===== src/rtl/snoop_emissor_multi.sv =====
// MSI/MESI snooping-coherence emitter tracking state and tag for LINES direct-mapped lines.
// Turns each processor access into WRITEBACK / miss / INVALIDATE bus messages and updates the line on completion.
//
// state | meaning
// IDLE  | ready to accept a processor access
// WB    | WRITEBACK of the dirty resident line pending on the bus
// MISS  | READ_MISS, WRITE_MISS or INVALIDATE pending on the bus
// DONE  | completion pulse; line update already applied
module snoop_emissor_multi #(
    parameter int LINES     = 4,
    parameter int TAG_W     = 8,
    parameter int EXCLUSIVE = 0,
    localparam int IDX_W    = $clog2(LINES)
) (
    input  logic                   clock,
    input  logic                   reset,
    input  logic                   req_valid,
    input  logic                   req_write,
    input  logic [IDX_W-1:0]       req_index,
    input  logic [TAG_W-1:0]       req_tag,
    output logic                   req_ready,
    output logic                   bus_valid,
    output logic [2:0]             bus_msg,
    output logic [TAG_W+IDX_W-1:0] bus_addr,
    input  logic                   bus_grant,
    input  logic                   shared_in,
    output logic                   done,
    output logic [1:0]             result
);

    localparam logic [1:0] ST_I = 2'b00;
    localparam logic [1:0] ST_S = 2'b01;
    localparam logic [1:0] ST_M = 2'b10;
    localparam logic [1:0] ST_E = 2'b11;

    localparam logic [2:0] MSG_NONE  = 3'b000;
    localparam logic [2:0] MSG_WMISS = 3'b001;
    localparam logic [2:0] MSG_RMISS = 3'b010;
    localparam logic [2:0] MSG_INV   = 3'b011;
    localparam logic [2:0] MSG_WB    = 3'b100;

    typedef enum logic [1:0] {IDLE, WB, MISS, DONE} fsm_t;

    fsm_t fsm, fsm_nxt;

    logic [1:0]       line_state [LINES];
    logic [TAG_W-1:0] line_tag   [LINES];

    logic             lat_write;
    logic             lat_hit;
    logic [IDX_W-1:0] lat_index;
    logic [TAG_W-1:0] lat_tag;

    logic             write_nxt;
    logic             hit_nxt;
    logic [IDX_W-1:0] index_nxt;
    logic [TAG_W-1:0] tag_nxt;

    logic                   accept;
    logic                   grant;
    logic                   req_hit;
    logic [1:0]             cur_state;
    logic [TAG_W-1:0]       cur_tag;
    logic [1:0]             fill_state;
    logic [2:0]             msg_nxt;
    logic [TAG_W+IDX_W-1:0] addr_nxt;

    assign cur_state = line_state[req_index];
    assign cur_tag   = line_tag[req_index];
    assign req_hit   = (cur_state != ST_I) && (cur_tag == req_tag);
    assign accept    = req_valid && (fsm == IDLE);
    assign grant     = bus_valid && bus_grant;

    // shared_in only matters for a read fill, and only when E is enabled
    assign fill_state = lat_write ? ST_M :
                        ((EXCLUSIVE != 0) && !shared_in) ? ST_E : ST_S;

    always_comb begin
        fsm_nxt   = fsm;
        write_nxt = lat_write;
        hit_nxt   = lat_hit;
        index_nxt = lat_index;
        tag_nxt   = lat_tag;
        msg_nxt   = MSG_NONE;
        addr_nxt  = '0;

        case (fsm)
            IDLE: begin
                if (accept) begin
                    write_nxt = req_write;
                    hit_nxt   = req_hit;
                    index_nxt = req_index;
                    tag_nxt   = req_tag;
                    if (req_hit)
                        fsm_nxt = (req_write && cur_state == ST_S) ? MISS : DONE;
                    else if (cur_state == ST_M)
                        fsm_nxt = WB;
                    else
                        fsm_nxt = MISS;
                end
            end
            WB:      if (grant) fsm_nxt = MISS;
            MISS:    if (grant) fsm_nxt = DONE;
            DONE:    fsm_nxt = IDLE;
            default: fsm_nxt = IDLE;
        endcase

        // Message fields are derived from the next state so they are registered and held until grant
        case (fsm_nxt)
            WB: begin
                msg_nxt  = MSG_WB;
                addr_nxt = {line_tag[index_nxt], index_nxt};
            end
            MISS: begin
                if (hit_nxt)
                    msg_nxt = MSG_INV;
                else if (write_nxt)
                    msg_nxt = MSG_WMISS;
                else
                    msg_nxt = MSG_RMISS;
                addr_nxt = {tag_nxt, index_nxt};
            end
            default: ;
        endcase
    end

    always_ff @(posedge clock) begin
        if (reset) begin
            fsm       <= IDLE;
            lat_write <= 1'b0;
            lat_hit   <= 1'b0;
            lat_index <= '0;
            lat_tag   <= '0;
            req_ready <= 1'b1;
            bus_valid <= 1'b0;
            bus_msg   <= MSG_NONE;
            bus_addr  <= '0;
            done      <= 1'b0;
            result    <= 2'b00;
            for (int i = 0; i < LINES; i++) begin
                line_state[i] <= ST_I;
                line_tag[i]   <= '0;
            end
        end else begin
            fsm       <= fsm_nxt;
            lat_write <= write_nxt;
            lat_hit   <= hit_nxt;
            lat_index <= index_nxt;
            lat_tag   <= tag_nxt;
            req_ready <= (fsm_nxt == IDLE);
            bus_valid <= (fsm_nxt == WB) || (fsm_nxt == MISS);
            bus_msg   <= msg_nxt;
            bus_addr  <= addr_nxt;
            done      <= (fsm_nxt == DONE);
            result    <= (fsm_nxt == DONE) ? {write_nxt, hit_nxt} : 2'b00;

            // E -> M on a write hit needs no bus traffic
            if (accept && req_hit && req_write && cur_state == ST_E)
                line_state[req_index] <= ST_M;

            if (fsm == MISS && grant) begin
                line_state[lat_index] <= fill_state;
                line_tag[lat_index]   <= lat_tag;
            end
        end
    end

endmodule


===== config.mk =====
export PLATFORM = sky130hd
export DESIGN_NAME = snoop_emissor_multi
export DESIGN_NICKNAME = d
export VERILOG_FILES = /design/src/rtl/snoop_emissor_multi.sv
export SDC_FILE = /design/constraint.sdc
export NUM_CORES = 1
export LEC_CHECK = 0
export CORE_ASPECT_RATIO = 1.1
export CORE_MARGIN = 2
export CORE_UTILIZATION = 57
export CTS_CLUSTER_SIZE = 16
export DETAILED_ROUTE_END_ITERATION = 12
export DONT_BUFFER_PORTS = 1
export PLACE_DENSITY = 0.72
export SLEW_MARGIN = 40
export SYNTH_ARGS = -nofsm -noshare
export SYNTH_HDL_FRONTEND = slang
export SYNTH_SLANG_ARGS = --single-unit

===== constraint.sdc =====
create_clock -name clock -period 4.4 [get_ports clock]
set_input_delay 0.44 -clock clock [delete_from_list [all_inputs] [get_ports clock]]
set_output_delay 0.44 -clock clock [all_outputs]
set_load 0.01 [all_outputs]

==> flow_summary_export.csv <==
group,metric,value,unit
floorplan,dieHeight,85.1,um
power,comb_power_share,0.102,
worst_setup_path,critPathMaxFanout,12,
cts,tritoncts_num_sinks,72,
layout,fin_area,3690,sq um
sta,clock_skew,0.00957,ns
floorplan,die_w,77.7,um
floorplan,fp.dieArea,6610,sq um
worst_hold_path,hold_path_depth,1,
synth,number_of_enable_type_register_cells_in_the_synthesized_netlist,40,
power,clkPwrFrac,0.363,
cts,cts.clk_slew.worst_paths,0.08,ns
sta,worstMarginPinSlew,0.700,ns
cts,cts_setup_buffers,0,
detailed_routing,drt_first_pass_iters,4,
worst_setup_path,critPathCaptureType,"flip-flop",
cts,worst_skew_pair.late_latency,0.35,ns
detailed_routing,remaining_drc_errors,0,
layout,layout.cells.most_common_list,"40 x edfxtp_1, 33 x and2_1, 32 x dfxtp_1",
worst_setup_path,startpoint_type,"flip-flop",
detailed_routing,avgRoutedWirePerCell,19.3,um
cts,cts_inserted_buffers,9,
sta,timing.fmax,0.296,GHz
worst_setup_path,reg2regPathDepth,10,
floorplan,fp-row-count,29,
layout,fin_util,0.640,
floorplan,core-area,5770,sq um
synth,syn_inst,279,
detailed_routing,drt.antenna.violating_nets,0,
power,irDropWorstVdd,0.000207,V
worst_hold_path,worstHoldPathType,"input pin to flip-flop",
worst_setup_path,crit_arrival,3.57,ns
synth,yosys_reg_bits,72,
cts,cts_tree,"built",
sta,fin_crit,3.38,ns
layout,layout_commonest_cell,"edfxtp_1",
worst_setup_path,crit_required,4.59,ns
place,dpl.hpwl,4600,um
sta,setup-violations-final,0,
synth,yosysWarnings,0,
sta,final_hold_viol_count,0,
power,switching_share,0.243,
grt,grt_use_total,0.228,
detailed_routing,wl_met3,497,um
layout,final_net_count,301,
synth,synth-seq-area-share,0.541,
layout,flow.area_growth_from_synthesis,8.38,%
worst_setup_path,critical_path_class,"flip-flop to flip-flop",
place,post_dp_cell_area,3490,sq um
floorplan,boundaryPins,34,
synth,ys_types,44,
detailed_routing,route.vias.total,2162,
place,place.port_buffers,0,
power,flop_pwr_share,0.535,
power,power.static_leakage,1.43,nW
sta,grt_setup_unrepaired,"false",
cts,post_cts.resized_instances,0,
detailed_routing,met1Wirelength,2670,um
power,power_per_cell_area,389,nW/um^2
synth,syn_nets,299,
synth,synth-main-ff-cell,"edfxtp_1",
floorplan,initial_cell_density_of_the_core,0.590,
cts,clock_tree.root_cell,"clkbuf_8",
detailed_routing,routed-wl-met2,3650,um
layout,final_layout_size_suffix_gt1_frac,0.164,
grt,grt_start_max_net_pins,26,
sta,period_share,0.769,
power,power.net_switching,0.349,mW
flow_run,max_cap_violations,0,
sta,max_slew_margin,0.527,
synth,syn_avg_cell_area,12.2,sq um
outcome,status,"completed",
detailed_routing,topRoutingLayerUsed,"met4",
cts,cts_hold_repair.buffers,0,
place,globalplace.congestion,0.878,
layout,n_antenna_cell,0,
cts,cts-htree-levels,3,
power,internal_power,1.09,mW
detailed_routing,postRouteWirelength,6990,um
sta,fin_setup_tns,0,ns
detailed_routing,viasPerCell,5.96,
sta,finalMaxSlewViolations,0,
detailed_routing,initialDrtViolationCount,139,
grt,antenna_found_initial,0,
synth,synth_area,3400,sq um
cts,clockBufferDepth,2,
grt,grt_pass1_wl,11000,um
grt,overflow,0,
grt,number_of_global_route_vias_before_repair,2225,
synth,async_flop_share,0,
[cell type report]
type                    count  area, sq um
multi-input cells         178         1460
clock buffers              11          141
inverters                  15         56.3
fillers                   454         2080
clock inverters             5         55.1
repair buffers              5         37.5
well taps                  77         96.3
flip-flops and latches     72         1840
[power by group through the flow]
stage / clock [mW] / sequential [mW] / combinational, mW
2_1_floorplan: 0 / 0.772 / 0.129
3_3_place_gp: 0 / 0.781 / 0.143
3_5_place_dp: 0 / 0.783 / 0.146
4_1_cts: 0.523 / 0.768 / 0.147
5_1_grt: 0.552 / 0.773 / 0.161
6_report: 0.521 / 0.768 / 0.147
[synth_stat cells, types with 2 or more instances]
cell,n,area [sq um]
mux2i_1,19,190
clkbuf_1,9,33.8
o22ai_1,9,56.3
nand2_1,10,37.5
mux4_2,15,338
a31o_2,2,17.5
o21bai_1,2,15.0
xor2_1,2,17.5
o21ai_1,2,10.0
buf_2,2,10.0
a21boi_0,2,15.0
xnor2_1,6,52.6
edfxtp_1,40,1200
inv_1,15,56.3
or2_2,3,18.8
nor2_1,24,90.1
nand2b_1,7,43.8
a21oi_1,5,25.0
and2_1,33,206
o32ai_1,2,17.5
nor2b_1,6,37.5
and3_1,2,12.5
dfxtp_1,32,641
ha_1,4,50.1
nor3_1,4,20.0
o21ai_0,4,20.0
[path summary, 6_finish.rpt]
kind	startpoint	end	slack [ns]
hold / removal	reset	fsm[0]$_SDFF_PP0_	0.16
hold reg to reg	lat_hit$_SDFF_PP0_	lat_hit$_SDFF_PP0_	0.56
setup / recovery	line_tag[3][6]$_DFFE_PP_	bus_addr[7]$_SDFF_PP0_	1.02
setup reg to reg	line_tag[3][6]$_DFFE_PP_	bus_addr[7]$_SDFF_PP0_	1.02
[registers in the layout, indices dropped and copies added (netlist names), 2 cells and up]
register    flops
line_tag       32
lat_tag         8
bus_msg         3
line_state      8
lat_index       2
fsm             2
result          2
bus_addr       10
[routing by layer]
metal  up-vias  GRT usage
li1       1010          -
met3        18     0.0532
met5         -          0
met4         0      0.148
met1      1060      0.263
met2        74      0.382
[through the flow]
| stage | worst slack [ns] | cells | total power, mW | hold slack [ns] |
|---|---|---|---|---|
| 6_report | 1.02 | 363 | 1.44 | 0.157 |
| 5_1_grt | 0.834 | 363 | 1.49 | 0.143 |
| 3_5_place_dp | 0.973 | 347 | 0.929 | 0.517 |
| 3_3_place_gp | 0.981 | 347 | 0.924 | 0.515 |
| 4_1_cts | 1.01 | 363 | 1.44 | 0.149 |
| 2_1_floorplan | 1.32 | 279 | 0.901 | 0.505 |
[logic make-up (layout without fill, tap and decap cells)]
kind of cell	count (synthesis)	after routing	synth area share
flops	72	72	0.541
xor+xnor	8	8	0.0206
mux	35	35	0.158
compound gates	35	35	0.0706
fa+ha+maj	4	4	0.0147
simple gates	96	96	0.159
buf+inv	29	36	0.0360
[critical path, stage by stage, from the launching register on]
cell      delay [ns]
edfxtp_1        0.39
mux4_2          0.49
xnor2_1         0.16
o21ai_1         0.18
nor4_4          0.07
buf_4           0.19
o41ai_1         0.65
ha_1            0.35
nor2b_1         0.15
nand2_1         0.39
o22ai_1         0.20
(Power assumes the default switching activity.)
